[src/rtl/uart_packet_rx.sv]
// Packet framer behind the UART receiver: SOF, LEN, payload, CHK.
// Buffers the payload and streams it out only after the checksum verifies.
module uart_packet_rx #(
  parameter int unsigned MAX_LEN = 16,
  parameter logic [7:0]  SOF     = 8'hAA,
  parameter int unsigned TIMEOUT = 100000
) (
  input  logic       clk,
  input  logic       rst,
  input  logic       rx_valid,
  input  logic [7:0] rx_data,
  input  logic       rx_err,
  output logic       out_valid,
  output logic [7:0] out_data,
  output logic       out_last,
  input  logic       out_ready,
  output logic       pkt_ok,
  output logic [7:0] pkt_len,
  output logic       err_valid,
  output logic [1:0] err_code,
  output logic       overrun
);

  localparam int unsigned AW = (MAX_LEN > 1) ? $clog2(MAX_LEN) : 1;
  localparam int unsigned TW = (TIMEOUT > 1) ? $clog2(TIMEOUT) : 1;

  typedef enum logic [2:0] {IDLE, LEN, PAYLOAD, CHK, DRAIN} state_t;
  typedef enum logic [1:0] {ERR_CHK, ERR_LEN, ERR_TIMEOUT, ERR_LINE} err_t;

  state_t        state;
  logic [7:0]    len;
  logic [7:0]    wptr;
  logic [7:0]    rptr;
  logic [7:0]    sum;
  logic [7:0]    sum_next;
  logic [TW-1:0] timer;
  logic [7:0]    mem [MAX_LEN];

  assign sum_next  = sum + rx_data;
  assign out_valid = (state == DRAIN);
  assign out_last  = out_valid && (rptr == len - 8'd1);

  // Gated so the stream data reads as zero outside DRAIN (and during reset).
  always_comb begin
    out_data = '0;
    if (out_valid) out_data = mem[rptr[AW-1:0]];
  end

  always_ff @(posedge clk) begin
    if (state == PAYLOAD && rx_valid && !rx_err) mem[wptr[AW-1:0]] <= rx_data;
  end

  always_ff @(posedge clk or negedge rst) begin
    if (!rst) begin
      state     <= IDLE;
      len       <= '0;
      wptr      <= '0;
      rptr      <= '0;
      sum       <= '0;
      timer     <= '0;
      pkt_ok    <= 1'b0;
      pkt_len   <= '0;
      err_valid <= 1'b0;
      err_code  <= '0;
      overrun   <= 1'b0;
    end else begin
      pkt_ok    <= 1'b0;
      err_valid <= 1'b0;
      overrun   <= 1'b0;
      if (rx_valid) timer <= '0;
      case (state)
        IDLE: begin
          if (rx_valid && rx_data == SOF) begin
            state <= LEN;
            sum   <= '0;
            wptr  <= '0;
          end
        end
        DRAIN: begin
          if (rx_valid) overrun <= 1'b1;
          if (out_ready) begin
            rptr <= rptr + 8'd1;
            if (rptr == len - 8'd1) state <= IDLE;
          end
        end
        default: begin
          // Mid-packet: a line error outranks a byte in the same cycle.
          if (rx_err) begin
            err_valid <= 1'b1;
            err_code  <= ERR_LINE;
            state     <= IDLE;
            timer     <= '0;
          end else if (rx_valid) begin
            case (state)
              LEN: begin
                len <= rx_data;
                sum <= rx_data;
                if (rx_data > 8'(MAX_LEN)) begin
                  err_valid <= 1'b1;
                  err_code  <= ERR_LEN;
                  state     <= IDLE;
                end else if (rx_data == 8'd0) begin
                  state <= CHK;
                end else begin
                  state <= PAYLOAD;
                end
              end
              PAYLOAD: begin
                wptr <= wptr + 8'd1;
                sum  <= sum_next;
                if (wptr == len - 8'd1) state <= CHK;
              end
              CHK: begin
                sum <= sum_next;
                if (sum_next == 8'd0) begin
                  pkt_ok  <= 1'b1;
                  pkt_len <= len;
                  rptr    <= '0;
                  state   <= (len != 8'd0) ? DRAIN : IDLE;
                end else begin
                  err_valid <= 1'b1;
                  err_code  <= ERR_CHK;
                  state     <= IDLE;
                end
              end
              default: state <= IDLE;
            endcase
          end else if (timer == TW'(TIMEOUT - 1)) begin
            err_valid <= 1'b1;
            err_code  <= ERR_TIMEOUT;
            state     <= IDLE;
            timer     <= '0;
          end else begin
            timer <= timer + TW'(1);
          end
        end
      endcase
    end
  end

endmodule

[config.mk]
export PLATFORM = sky130hd
export DESIGN_NAME = uart_packet_rx
export DESIGN_NICKNAME = d
export VERILOG_FILES = /design/src/rtl/uart_packet_rx.sv
export SDC_FILE = /design/constraint.sdc
export NUM_CORES = 1
export LEC_CHECK = 0
export ABC_AREA = 1
export BUFFER_PORTS_ARGS = -buffer_cell sky130_fd_sc_hd__buf_2
export CELL_PAD_IN_SITES_DETAIL_PLACEMENT = 0
export CELL_PAD_IN_SITES_GLOBAL_PLACEMENT = 1
export CORE_MARGIN = 10
export CORE_UTILIZATION = 49
export CTS_CLUSTER_SIZE = 16
export DETAILED_ROUTE_END_ITERATION = 10
export PLACE_DENSITY_LB_ADDON = 0.1
export SYNTH_ARGS = -nofsm -noshare
export SYNTH_HDL_FRONTEND = slang
export SYNTH_SLANG_ARGS = --single-unit
[constraint.sdc]
create_clock -name clk -period 2.5 [get_ports clk]
set_input_delay 0.5 -clock clk [delete_from_list [all_inputs] [get_ports clk]]
set_output_delay 0.5 -clock clk [all_outputs]
set_load 0.1 [all_outputs]
Word level (Yosys, flattened, before mapping)
Memories as Yosys holds them, arrays and structs flattened. Cells that the tools add are included.

Equal/unequal tests: 17. Reduce and logical (&&, ||, !) cells: 26. Order comparisons: 1. Bitwise logic cells: 4. Muxes and demuxes: 56. Add/sub/neg operators: 5.

Operator list (number): two-way mux 8 bit (12); two-way mux 17 bit (5); case mux 8 bit (2 select lines) (4); two-way mux 3 bit (9); AND reduction 5 bit (5); adder 17 x 1 -> 17 bit (second input constant) (1); equality test 17 bit (second input constant) (1); adder 8 x 1 -> 8 bit (second input constant) (2); equality test 8 bit (2); logical NOT 8 bit (2); two-way mux 1 bit (16); two-way mux 2 bit (6); nonzero test 2 bit (5); case mux 3 bit (3 select lines) (1); adder 8 bit (1); equality test 8 bit (second input constant) (1); greater-than comparator 8 x 5 -> 1 bit (second input constant) (1); != test 2 x 1 -> 1 bit (second input constant) (4); != test 4 bit (second input constant) (2); nonzero test 8 bit (1); subtractor 8 x 1 -> 8 bit (second input constant) (1); equality test 3 x 2 -> 1 bit (second input constant) (2); != test 6 x 4 -> 1 bit (second input constant) (1); case mux 3 bit (2 select lines) (1); other kinds (15) (23).

Bits in writable memories: 128. Memories kept: 1. Flip-flop bits (word level): 65.

Memory list: mem (depth 16, width 8, read ports 1, clocked after memory_dff 0, wr ports 1, RTL line 37) `logic [7:0] mem [MAX_LEN];`.

Depth between registers and ports, before layout
Gate-level depths: netlist of run 1.

Depth after elaboration: 7. Gate-level depth with buffers: 16.

Least setup slack after synthesis of run 1
No wires, ideal clock.

Kind: register to output. Start point: reg rptr[0]. End point: out out_data[7]. Data arrival time: 2.899 ns. Cell stages (with the launch flop): 8. Required time: 2.000 ns. Slack: -0.899 ns. Path buffers: 2. Cell sequence: dfrtp_1 > inv_1 > buf_2 > buf_1 > nor2_1 > o32ai_1 > nand2_1 > a31oi_1.

Longest elaborated chain between the ends: 2.

Ends and longest elaborated chain: start, declared (RTL line 33) `logic [7:0] rptr;`; start signal, assigned (RTL line 82) `rptr <= rptr + 8'd1;`; memory read (16 x 8 bit); two-way mux 8 bit (RTL line 46) `if (out_valid) out_data = mem[rptr[AW-1:0]];`; end, declared (RTL line 14) `output logic [7:0] out_data,`.

Every way passes these cells.

Worst setup path after layout of run 1
Start point: reg rptr[0]. End point: out out_data[3].

The elaborated chain is that of the path after synthesis.

==> results of run 1 <==
## per-layer routing
layer	vias to the layer above	part of all wire, %
met3	17	5.0
met4	0	1.0
li1	3408	-
met5	-	0
met1	3455	45
met2	189	49
## what timing repair did
action / 4_1_cts / 5_1_grt
gates cloned: 2 / 4
buffers inserted: 3 / 6
pin swaps: 7 / 10
hold endpoints to repair: 0 / 0
endpoints found under the setup margin: 9 / 9
gates resized for setup: 19 / 40
hold buffers: 0 / 0
## cells in the mapped netlist, types with 2 or more instances
| cell type | instances | area, um^2 |
|---|---|---|
| o31ai_1 | 3 | 22.5 |
| inv_2 | 11 | 41.3 |
| nor3_2 | 2 | 20.0 |
| nor2_4 | 7 | 78.8 |
| o2111ai_1 | 2 | 17.5 |
| xor2_1 | 17 | 149 |
| clkinv_1 | 2 | 7.51 |
| o32ai_1 | 14 | 123 |
| o22ai_1 | 11 | 68.8 |
| nand2_2 | 9 | 56.3 |
| a22o_1 | 3 | 26.3 |
| nor3_1 | 8 | 40.0 |
| buf_6 | 2 | 22.5 |
| mux2i_1 | 16 | 160 |
| a31oi_1 | 8 | 50.1 |
| nand3_1 | 64 | 320 |
| nor2_1 | 121 | 454 |
| nand2_1 | 153 | 574 |
| nor2_2 | 5 | 31.3 |
| nand4_1 | 13 | 81.3 |
| clkbuf_1 | 11 | 41.3 |
| nand3b_1 | 3 | 22.5 |
| edfxtp_1 | 128 | 3840 |
| nand3_2 | 8 | 80.1 |
| nor4_1 | 4 | 25.0 |
| o21ai_0 | 65 | 325 |
| buf_2 | 15 | 75.1 |
| dfrtp_1 | 65 | 1630 |
| a21oi_1 | 18 | 90.1 |
| o211ai_1 | 6 | 45.0 |
| ha_1 | 15 | 188 |
| o21ai_1 | 4 | 20.0 |
| o221ai_1 | 10 | 87.6 |
| o21ai_2 | 8 | 70.1 |
| a32o_1 | 2 | 20.0 |
| inv_1 | 76 | 285 |
## flip-flops by register name, summed over array words and instances (netlist names)
signal	count
err_code	2
sum	8
pkt_len	8
overrun	1
len	8
mem	128
wptr	8
timer	17
rptr	8
state	3
pkt_ok	1
err_valid	1
## through the flow
step	std cells	worst slack (ns)	hold WS, ns	utilization [%]	setup TNS, ns
finish	1262	-0.208	0.0607	60.8	-1.48
CTS	1252	-0.249	0.0704	59.2	-1.84
global placement	1215	-0.0390	0.457	55.4	-0.393
floorplan	924	0.0194	0.204	-	0
global route	1262	-0.276	0.0833	60.8	-2.22
detailed placement	1215	-0.0483	0.470	55.4	-0.448
## cell type report
class                      count  area, um^2
clock inverter                15         146
clock buffer                  17         425
fill                        1556        7360
tap                          234         293
timing repair buffer         103        1020
multi-input combinational    610        3710
inverter                      90         345
sequential                   193        5470
## power groups by stage
stage                     combinational, uW  sequential [uW]  clock (uW)
after floorplan                        1330             3950           0
after global placement                 1990             3830           0
after detailed placement               2030             3840           0
after CTS                              2100             3770        2690
after global routing                   2420             3800        2830
final                                  2150             3780        2640
## final timing paths
| path | from | endpoint | depth (start not counted) |
|---|---|---|---|
| setup / recovery | rptr[0] | out_data[3] | 7 |
| hold / removal | rst | timer[8] | 2 |
| setup reg to reg | sum[0] | rptr[1] | 10 |
| hold reg to reg | pkt_len[1] | pkt_len[1] | 2 |
| max in group asynchronous | rst | rptr[1] | 2 |
| min in group clk | out_ready | rptr[0] | 3 |
## kinds of logic after synthesis
kind of cell	after synthesis	synth area share [%]
buffers and inverters	121	5.30
and+or+nand+nor	403	19.9
xor gates and xnor gates	18	1.69
AOI/OAI and AO/OA	157	10.6
muxes	16	1.71
adders and majority gates	16	2.22
DFF	193	58.5
## worst reg2reg max path: cells and delay by family, from the launching register on
kind | cells | cell delay (ns)
XOR/XNOR | 1 | 0.19
adder cells (fa/ha/maj) | 2 | 0.61
buffers and inverters | 1 | 0.22
flip-flops | 1 | 0.39
AND/OR/NAND/NOR | 6 | 0.75
==> summary.md, run 1 <==
| Metric | Value |
|---|---|
| Final setup margin | -0.208 ns |
| Sw Ratio | about a third |
| Clock latency on the worst-skew pair | approximately 0.44 ns |
| CP Capture Type | output pin |
| Die Y-Extent | 158 um |
| P_int | roughly 5600 uW |
| PD cells | 751 mW/mm^2 |
| GR met1 Demand/Resource | 26.0% |
| First-pass GRT wire length | ~38,000 um |
| Routed via count | 7,069 |
| Initial DRC count | 528 |
| Clock Tree Buf Depth | 2 |
| Slew headroom | between 60 and 70% |
| Mean Syn Cell Area | 10.1 um^2 |
| Clock sink count | 193 |
| Clock slew at reported path FFs | 0.07 ns |
| Final hold violations | 0 |
| WP data arrival | about 2.2 ns |
| Post-synth ARST share | 33.7% |
| Nets@finish | 1,044 |
| Ports | 36 |
| GPL Wtd Cong | 0.898 |
| Met3 usage | under 10% |
| Setup-failing EPs final | 9 |
| Num CTS Buffers | 17 |
| IO buf count | 35 |
| DIE WIDTH | between 150 and 200 um |
| Core area | 0.0188 mm^2 |
| DP HPWL | 16,400 um |
| Per-cell routed wire length | 19.4 um |
| Pwr Total | 8570 uW |
| Layout cells sized above 1 | 23.2% |
| DRT Wirelength | 24,500 um |
| Most used DFF post-synth | edfxtp_1 |
| Sequential share of power | 44.1% |
| Drt pass-1 iters | 5 |
| Critical path class | flip-flop to output pin |
| Worst VDD drop | 0.617 mV |
| Worst reg-to-reg setup slack | 0.26 ns |
| Via-to-Cell Ratio | 5.60 |
| Worst-path cell chain | clkinv_4, clkbuf_16, nor2_2, o22ai_2, o211ai_1, a31oi_4, buf_12 |
| Critical path's top delay family | compound AO/OA/AOI/OAI gates |
| Slowest CP cell | dfrtp_2 |
| Final Cell Area | 0.0114 mm^2 |
| GRT overflow | 0 |
| Post-route ant nets | 0 |
| # DRC | 0 |
| CP peak stage delay | around 0.51 ns |
| Switching power | 2950 uW |
| Largest net degree at the start of global routing | 66 |
| Tightest Hold Check Type | primary input to asynchronous set/reset pin |
| Commonest non-fill, non-tap cell in the layout | nand2_1 |
| Status | finished, violations left |
| Mapped Nets | 953 |
| Max-slew violations | 0 |
| Diodes inserted | 0 |
| Most frequent cells in the layout | nand2_1 (151), edfxtp_1 (128), nor2_1 (111) |
| Least-Margin Pin Slew | 0.547 ns |
| Clk pwr share | a little under a third |
| Placed cell area | 0.0104 mm^2 |
| Post-route minimum period | between 2 and 3 ns |
| H-tree Lvls | 4 |
| CTS tree | yes |
| Part of the power in combinational logic | 25.1% |
| Worst Path Max Fanout | 10 |
| # rows | 50 |
| Root Buffer Master | clkbuf_16 |
| Synthesis Warnings | 0 |
| Startpoint type of the worst setup path | flip-flop |
| Leak | about 0.0046 uW |
| Violated checks | negative setup slack |
| Req. time, crit path | around 2.0 ns |
| Met2 GRT Util | 32.7% |
| EDFF count, synth | 128 |
| Synth unique cells | between 50 and 60 |
| Synth Register Bits | 193 |
| All-Layer GR Usage | 19.7% |
| Setup repair after global routing missed its margin | true |
| Mapped Cells | roughly 920 |
| Maxcap violations | 0 |
| Initial cell density of the core | between 40% and 50% |
| Initial antenna violation count | 0 |
| Busiest grt layer | met2 |
| Fmax | 369 MHz |
| Seq/Total Area, Yosys | 58.5% |
| Vias in the first global route | slightly below 7,000 |
| Setup Skew | roughly 0.010 ns |
| Layout area overhead | 22.0% |
| Die area | between 0.02 and 0.03 mm^2 |
| Worst path bufs/invs | 3 |
| Syn Std Cell Area | 0.00935 mm^2 |
| Period utilization | 108% |
No activity file was read; power rests on OpenSTA's default activity.
==> inputs of run 2 (changes only) <==
Settings changed: ABC_AREA 1 to 0, CORE_UTILIZATION 49 to 52.
==> run 2 against run 1 <==
Compared with the run above:
- the run still ends with negative setup slack left
- flip-flop and latch count did not move
- first-iteration DRC count fell by 28%
- clock skew up 0.0045 ns
- global-route usage shrank 0.44 points
- clock power up 6%
- critical endpoint is now out_last
- largest power group unchanged
- non-clock buffer count is 16 higher
- sequential power hardly changed
- largest cell class unchanged
- die area fell by 9.2%
==> summary.md, run 2 <==
| Metric | Value |
|---|---|
| Status | finished, violations left (unchanged) |
| Violated checks | negative setup slack (unchanged) |
| DRT Wirelength | 21,000 um (was 24,500 um) |
| Num CTS Buffers | 17 (unchanged) |
| Post-route ant nets | 0 (unchanged) |
| Met3 routed WL | 900 um (was 1240 um) |
| CP Capture Type | output pin (unchanged) |
| Critical path's top delay family | simple AND/OR/NAND/NOR gates (was compound AO/OA/AOI/OAI gates) |
| Period utilization | 119% (was 108%) |
| Worst VDD drop | 0.730 mV (was 0.617 mV) |
| Vias in the first global route | 5,874 (was 6,914) |
| Clk pwr share | 29.4% (was 30.8%) |
| DP HPWL | 14,100 um (was 16,400 um) |
| IO buf count | 35 (unchanged) |
| Hold_ws | 0.0756 ns (was 0.0607 ns) |
| Clock latency on the worst-skew pair | 0.43 ns (was 0.44 ns) |
| WL met2 | 10,600 um (was 12,100 um) |
| Synth area leader | edfxtp_1 (unchanged) |
| Setup repair after global routing missed its margin | true (unchanged) |
| Clock sink count | 193 (unchanged) |
| # rows | 47 (was 50) |
| Clock Tree Buf Depth | 2 (unchanged) |
| Post-route minimum period | 2.98 ns (was 2.71 ns) |
| Sw Ratio | 31.3% (was 34.4%) |
| Pwr Total | 9540 uW (was 8570 uW) |
| Initial DRC count | 381 (was 528) |
| CTS Hold Bufs | 0 (unchanged) |
| WL met1 | 9200 um (was 11,000 um) |
| WP data arrival | 2.48 ns (was 2.21 ns) |
| Seq/Total Area, Yosys | 61.6% (was 58.5%) |
| Fmax | 336 MHz (was 369 MHz) |
| Post-synth ARST share | 33.7% (unchanged) |
| Max-slew violations | 0 (unchanged) |
| Leak | 0.00414 uW (was 0.00455 uW) |
| Initial antenna violation count | 0 (unchanged) |
| Synthesis Warnings | 0 (unchanged) |
| Routed via count | 5,721 (was 7,069) |
| Tightest Hold Check Type | primary input to asynchronous set/reset pin (unchanged) |
| Sequential share of power | 39.4% (was 44.1%) |
| Slew headroom | 49.9% (was 63.4%) |
| Startpoint type of the worst setup path | flip-flop (unchanged) |
| Final setup margin | -0.479 ns (was -0.208 ns) |
| EDFF count, synth | 128 (unchanged) |
| Least-Margin Pin Slew | 0.746 ns (was 0.547 ns) |
| Req. time, crit path | 2.00 ns (about the same) |
| DR top layer | met4 (unchanged) |
| Mapped Cells | 628 (was 924) |
| Count leader, synth | edfxtp_1 (was nand2_1) |
| Initial cell density of the core | 53.3% (was 49.8%) |
| Core area | 0.0166 mm^2 (was 0.0188 mm^2) |
| Most frequent cells in the layout | edfxtp_1 (128), buf_4 (76), dfrtp_1 (64) (was nand2_1 (151), edfxtp_1 (128), nor2_1 (111)) |
| Critical path class | flip-flop to output pin (unchanged) |
| Part of the power in combinational logic | 31.2% (was 25.1%) |
| Mean Syn Cell Area | 14.1 um^2 (was 10.1 um^2) |
| Worst Path Max Fanout | 2 (was 10) |
| Post-place setup slack | -0.337 ns (was -0.0483 ns) |
| H-tree Lvls | 4 (unchanged) |
| Most used DFF post-synth | edfxtp_1 (unchanged) |
| Syn Std Cell Area | 0.00887 mm^2 (was 0.00935 mm^2) |
| Die area | 0.0227 mm^2 (was 0.0250 mm^2) |
| Nets@finish | 767 (was 1,044) |
| Synth Register Bits | 193 (unchanged) |
| Max FFs per register | 128 (unchanged) |
| Final hold violations | 0 (unchanged) |
| # DRC | 0 (unchanged) |
| Ports | 36 (unchanged) |
| Largest net degree at the start of global routing | 38 (was 66) |
| Reg2reg end | rptr[1] (unchanged) |
| DIE WIDTH | 151 um (was 158 um) |
| Slowest CP cell | or4_4 (was dfrtp_2) |
| Via-to-Cell Ratio | 5.89 (was 5.60) |
| PD cells | 879 mW/mm^2 (was 751 mW/mm^2) |
| GRT overflow | 0 (unchanged) |
| Reg2reg start | sum[0] (unchanged) |
| Layout area overhead | 22.3% (was 22.0%) |
| Commonest cells in the netlist | edfxtp_1 (128), dfrtp_1 (65), nor2_1 (44) (was nand2_1 (153), edfxtp_1 (128), nor2_1 (121)) |
| Per-cell routed wire length | 21.6 um (was 19.4 um) |
| Synth unique cells | 59 (was 51) |
| First-pass GRT wire length | 33,200 um (was 37,900 um) |
| Worst path bufs/invs | 1 (was 3) |
| Synth top area cells | edfxtp_1 (43%), dfrtp_1 (18%), mux4_2 (10%) (was edfxtp_1 (41%), dfrtp_1 (17%), nand2_1 (6.1%)) |
| FF-to-FF path depth | 10 (unchanged) |
| All-Layer GR Usage | 19.3% (was 19.7%) |
| CP peak stage delay | 0.57 ns (was 0.51 ns) |
| Worst-path cell chain | or4_4, nor4_4, xnor2_1, nor3_1, nand4_1, nor2_4, buf_12 (was clkinv_4, clkbuf_16, nor2_2, o22ai_2, o211ai_1, a31oi_4, buf_12) |
| Worst reg-to-reg setup slack | -0.09 ns (was 0.26 ns) |
| Mapped Nets | 657 (was 953) |
| GPL Wtd Cong | 0.827 (was 0.898) |
| Die Y-Extent | 151 um (was 158 um) |
| Switching power | 2990 uW (was 2950 uW) |
| Drt pass-1 iters | 5 (unchanged) |
| Diodes inserted | 0 (unchanged) |
| Setup Skew | 0.0146 ns (was 0.0101 ns) |
| Root Buffer Master | clkbuf_16 (unchanged) |
| Commonest non-fill, non-tap cell in the layout | edfxtp_1 (was nand2_1) |
| Maxcap violations | 0 (unchanged) |
| Crit path depth | 7 (unchanged) |
| P_int | 6550 uW (was 5620 uW) |
| Layout cells sized above 1 | 32.1% (was 23.2%) |
| Setup tns final | -4.87 ns (was -1.48 ns) |
| Clock slew at reported path FFs | 0.08 ns (was 0.07 ns) |
| Setup-failing EPs final | 26 (was 9) |
| CTS tree | yes (unchanged) |
| Post-synth top area share | 43.3% (was 41.1%) |
run 2: metal layers:
layer	track usage, %	vias up
li1	-	2618
met1	25.3	2914
met2	32.1	173
met3	3.12	16
met4	6.26	0
met5	0	-
run 2: power by group through the flow:
stage | Clock (uW) | Sequential [uW] | Combinational, uW
after CTS | 2860 | 3750 | 2970
after global placement | 0 | 3810 | 2770
after floorplan | 0 | 3940 | 1810
after global routing | 2990 | 3780 | 3250
final | 2810 | 3760 | 2970
after detailed placement | 0 | 3820 | 2830
run 2: metrics by stage:
| stage | util (%) | area (um^2) | cells |
|---|---|---|---|
| 6_report | 65.2 | 10800 | 971 |
| 5_1_grt | 65.2 | 10800 | 971 |
| 4_1_cts | 64.9 | 10800 | 970 |
| 3_5_place_dp | 59.8 | 9950 | 929 |
| 3_3_place_gp | 59.8 | 9950 | 929 |
| 2_1_floorplan | - | 9000 | 628 |
run 2: cell families after synthesis:
| kind of cell | share of synthesized area (%) |
|---|---|
| compound gates | 6.36 |
| xor+xnor | 3.82 |
| fa+ha+maj | 2.45 |
| buf+inv | 1.88 |
| flops | 61.6 |
| mux | 12.8 |
| simple gates | 11.0 |
run 2: worst max-delay path by stage:
stage	from	endpoint	slack, ns
after floorplan	len[3]	out_last	-0.16
after global placement	rx_data[1]	pkt_len[1]	-0.28
after detailed placement	rx_data[0]	pkt_len[1]	-0.34
after CTS	rptr[0]	out_data[4]	-0.51
after global routing	rptr[0]	out_data[2]	-0.53
final	len[3]	out_last	-0.48
run 2: area by class of cell:
cell class	count	area, um^2
sequential	193	5470
tap	220	275
timing repair buffer	119	1010
clock inverter	15	195
clock buffer	17	425
fill	1217	5790
multi-input combinational	392	3410
inverter	15	56.3
run 2: what timing repair did:
| item | in CTS | in global routing |
|---|---|---|
| gates resized for setup | 44 | 15 |
| setup endpoints to repair | 19 | 30 |
| endpoints found under the hold margin | 0 | 0 |
| gates cloned | 1 | 0 |
| setup buffers | 8 | 2 |
| pin swaps | 10 | 8 |
==> inputs of run 3 (changes only) <==
Settings changed: TNS_END_PERCENT set to 30.
==> run 3 against run 2 <==
Compared with the run above:
- the flow still finishes with violations (negative setup slack)
- die area did not move
- worst hold slack got worse by 0.054 ns
- cell count shrank 0.31%
- final area is 0.80% lower
- critical path depth decreased by 2
- clock power down 4%
- power down 2.2%
- largest power group unchanged
==> summary.md, run 3 (same netlist as run 2, synthesis figures left out) <==
| Metric | Value |
|---|---|
| Status | finished, violations left (unchanged) |
| Violated checks | negative setup slack (unchanged) |
| FF+latch area | 0.00547 mm^2 (unchanged) |
| First-pass GRT wire length | 33,500 um (was 33,200 um) |
| CTS Hold Bufs | 0 (unchanged) |
| Layout cells sized above 1 | 30.5% (was 32.1%) |
| Clk pwr share | 29.0% (was 29.4%) |
| Dpl cells | 933 (was 929) |
| H-tree Lvls | 4 (unchanged) |
| Die Y-Extent | 151 um (unchanged) |
| Nets@finish | 764 (was 767) |
| Root Buffer Master | clkbuf_16 (unchanged) |
| Final hold violations | 0 (unchanged) |
| Per-cell routed wire length | 21.5 um (was 21.6 um) |
| Die area | 0.0227 mm^2 (unchanged) |
| Final Cell Area | 0.0108 mm^2 (about the same) |
| GPL Wtd Cong | 0.823 (was 0.827) |
| Max FFs per register | 128 (unchanged) |
| Post-route ant nets | 0 (unchanged) |
| PD cells | 866 mW/mm^2 (was 879 mW/mm^2) |
| Initial cell density of the core | 53.3% (unchanged) |
| Final setup margin | -0.441 ns (was -0.479 ns) |
| Placed cell area | 0.0100 mm^2 (was 0.00995 mm^2) |
| CP peak stage delay | 0.55 ns (was 0.57 ns) |
| All-Layer GR Usage | 19.3% (about the same) |
| Worst setup path startpoint | rptr[0] (was len[3]) |
| Final Util | 64.7% (was 65.2%) |
| Commonest non-fill, non-tap cell in the layout | edfxtp_1 (unchanged) |
| Worst VDD drop | 0.651 mV (was 0.730 mV) |
| Largest net degree at the start of global routing | 35 (was 38) |
| Slowest CP cell | mux4_2 (was or4_4) |
| Worst Path Max Fanout | 11 (was 2) |
| Pwr Total | 9320 uW (was 9540 uW) |
| Via-to-Cell Ratio | 5.83 (was 5.89) |
| Startpoint type of the worst setup path | flip-flop (unchanged) |
| Ports | 36 (unchanged) |
| Worst path bufs/invs | 2 (was 1) |
| Part of the power in combinational logic | 30.5% (was 31.2%) |
| DRT Wirelength | 20,800 um (was 21,000 um) |
| Setup-failing EPs final | 17 (was 26) |
| P_int | 6460 uW (was 6550 uW) |
| Core area | 0.0166 mm^2 (unchanged) |
| Multi-input combinational cell area | 0.00335 mm^2 (was 0.00341 mm^2) |
| Switching power | 2860 uW (was 2990 uW) |
| Diodes inserted | 0 (unchanged) |
| Num CTS Buffers | 17 (unchanged) |
| Clock slew at reported path FFs | 0.07 ns (was 0.08 ns) |
| CP Capture Type | output pin (unchanged) |
| Vias in the first global route | 5,945 (was 5,874) |
| Clock Tree Buf Depth | 2 (unchanged) |
| Fmax | 340 MHz (was 336 MHz) |
| Sequential share of power | 40.5% (was 39.4%) |
| CTS tree | yes (unchanged) |
| GRT overflow | 0 (unchanged) |
| Tightest Hold Check Type | primary input to asynchronous set/reset pin (unchanged) |
| Reg2reg start | sum[1] (was sum[0]) |
| Drt pass-1 iters | 4 (was 5) |
| Clock latency on the worst-skew pair | 0.43 ns (about the same) |
| Clock sink count | 193 (unchanged) |
| DP HPWL | 14,500 um (was 14,100 um) |
| Routed via count | 5,642 (was 5,721) |
| Setup repair after global routing missed its margin | true (unchanged) |
| Leak | 0.00412 uW (was 0.00414 uW) |
| Least-Margin Pin Slew | 0.737 ns (was 0.746 ns) |
| WP data arrival | 2.44 ns (was 2.48 ns) |
| Period utilization | 118% (was 119%) |
| # rows | 47 (unchanged) |
| IO buf count | 35 (unchanged) |
| Layout Cells excl Fill | 968 (was 971) |
| Layout area overhead | 21.3% (was 22.3%) |
| Worst-path cell chain | buf_12, mux4_2, mux4_2, nor2b_4, buf_12 (was or4_4, nor4_4, xnor2_1, nor3_1, nand4_1, nor2_4, buf_12) |
| Fillers | 1,230 (was 1,217) |
| # DRC | 0 (unchanged) |
| Initial antenna violation count | 0 (unchanged) |
| Post-route minimum period | 2.94 ns (was 2.98 ns) |
| Sw Ratio | 30.7% (was 31.3%) |
| Req. time, crit path | 2.00 ns (about the same) |
| Most frequent cells in the layout | edfxtp_1 (128), buf_4 (74), dfrtp_1 (64) (was edfxtp_1 (128), buf_4 (76), dfrtp_1 (64)) |
| Critical path's top delay family | multiplexers (was simple AND/OR/NAND/NOR gates) |
| Slew headroom | 50.5% (was 49.9%) |
| Critical path class | flip-flop to output pin (unchanged) |
| DIE WIDTH | 151 um (unchanged) |
| Maxcap violations | 0 (unchanged) |
| Setup Skew | 0.0105 ns (was 0.0146 ns) |
| Initial DRC count | 250 (was 381) |
| Max-slew violations | 0 (unchanged) |
-- run 3: cell types whose count changed in the layout (fill, tap and decap cells not counted), sizes merged --
| cell | delta |
|---|---|
| clkbuf | +2 |
| clkinvlp | +2 |
| clkinv | -5 |
| inv | +1 |
| buf | -3 |
-- run 3: final timing paths --
path,to,slack [ns],cells past startpoint
setup / recovery,out_data[1],-0.44,5
hold / removal,sum[0],0.02,1
setup reg to reg,pkt_len[3],-0.02,9
hold reg to reg,sum[2],0.50,2
max in group asynchronous,rptr[0],1.87,2
min in group clk,err_code[0],0.41,3
-- run 3: power by group through the flow --
stage / clock (uW) / sequential (uW) / combinational, uW
3_5_place_dp: 0 / 3840 / 2780
2_1_floorplan: 0 / 3940 / 1790
4_1_cts: 2750 / 3780 / 2830
3_3_place_gp: 0 / 3830 / 2720
6_report: 2700 / 3770 / 2840
5_1_grt: 2880 / 3800 / 3120
-- run 3: worst register-to-register path, cell delays in order, from the launching register on --
cell and delay [ns]:
dfrtp_1 0.43, ha_1 0.31, a211oi_1 0.29, o21bai_1 0.14, a21oi_2 0.20, xnor2_1 0.14
nor4_4 0.28, buf_4 0.18, nand3_4 0.14, mux2_2 0.31
-- run 3: cell type report --
type                    count  share of cell area, %
clock inverters            13                   1.41
well taps                 220                   2.56
repair buffers            116                   9.49
clock buffers              19                   4.02
multi-input cells         392                   31.2
flip-flops and latches    193                   50.8
inverters                  15                  0.523
-- run 3: per-stage QoR --
step | setup TNS, ns | worst slack [ns] | hold slack, ns
3_5_place_dp | -8.18 | -0.413 | 0.484
3_3_place_gp | -7.03 | -0.359 | 0.473
2_1_floorplan | -2.40 | -0.162 | 0.204
4_1_cts | -4.03 | -0.463 | 0.0198
6_report | -3.85 | -0.441 | 0.0219
5_1_grt | -5.76 | -0.538 | 0.0517
-- run 3: timing repair --
item                       in CTS  in global routing
setup endpoints to repair      28                 28
pin swaps                       4                  0
gates cloned                    0                  0
buffers inserted                3                  0
gates resized for setup        36                  7
-- run 3: layer usage --
layer  vias up  share of wire [%]  track usage [%]
met4         0                1.5             5.58
li1       2614                  -                -
met1      2867                 43             24.9
met5         -                  0                0
met3        28                3.4             3.42
met2       133                 52             32.8
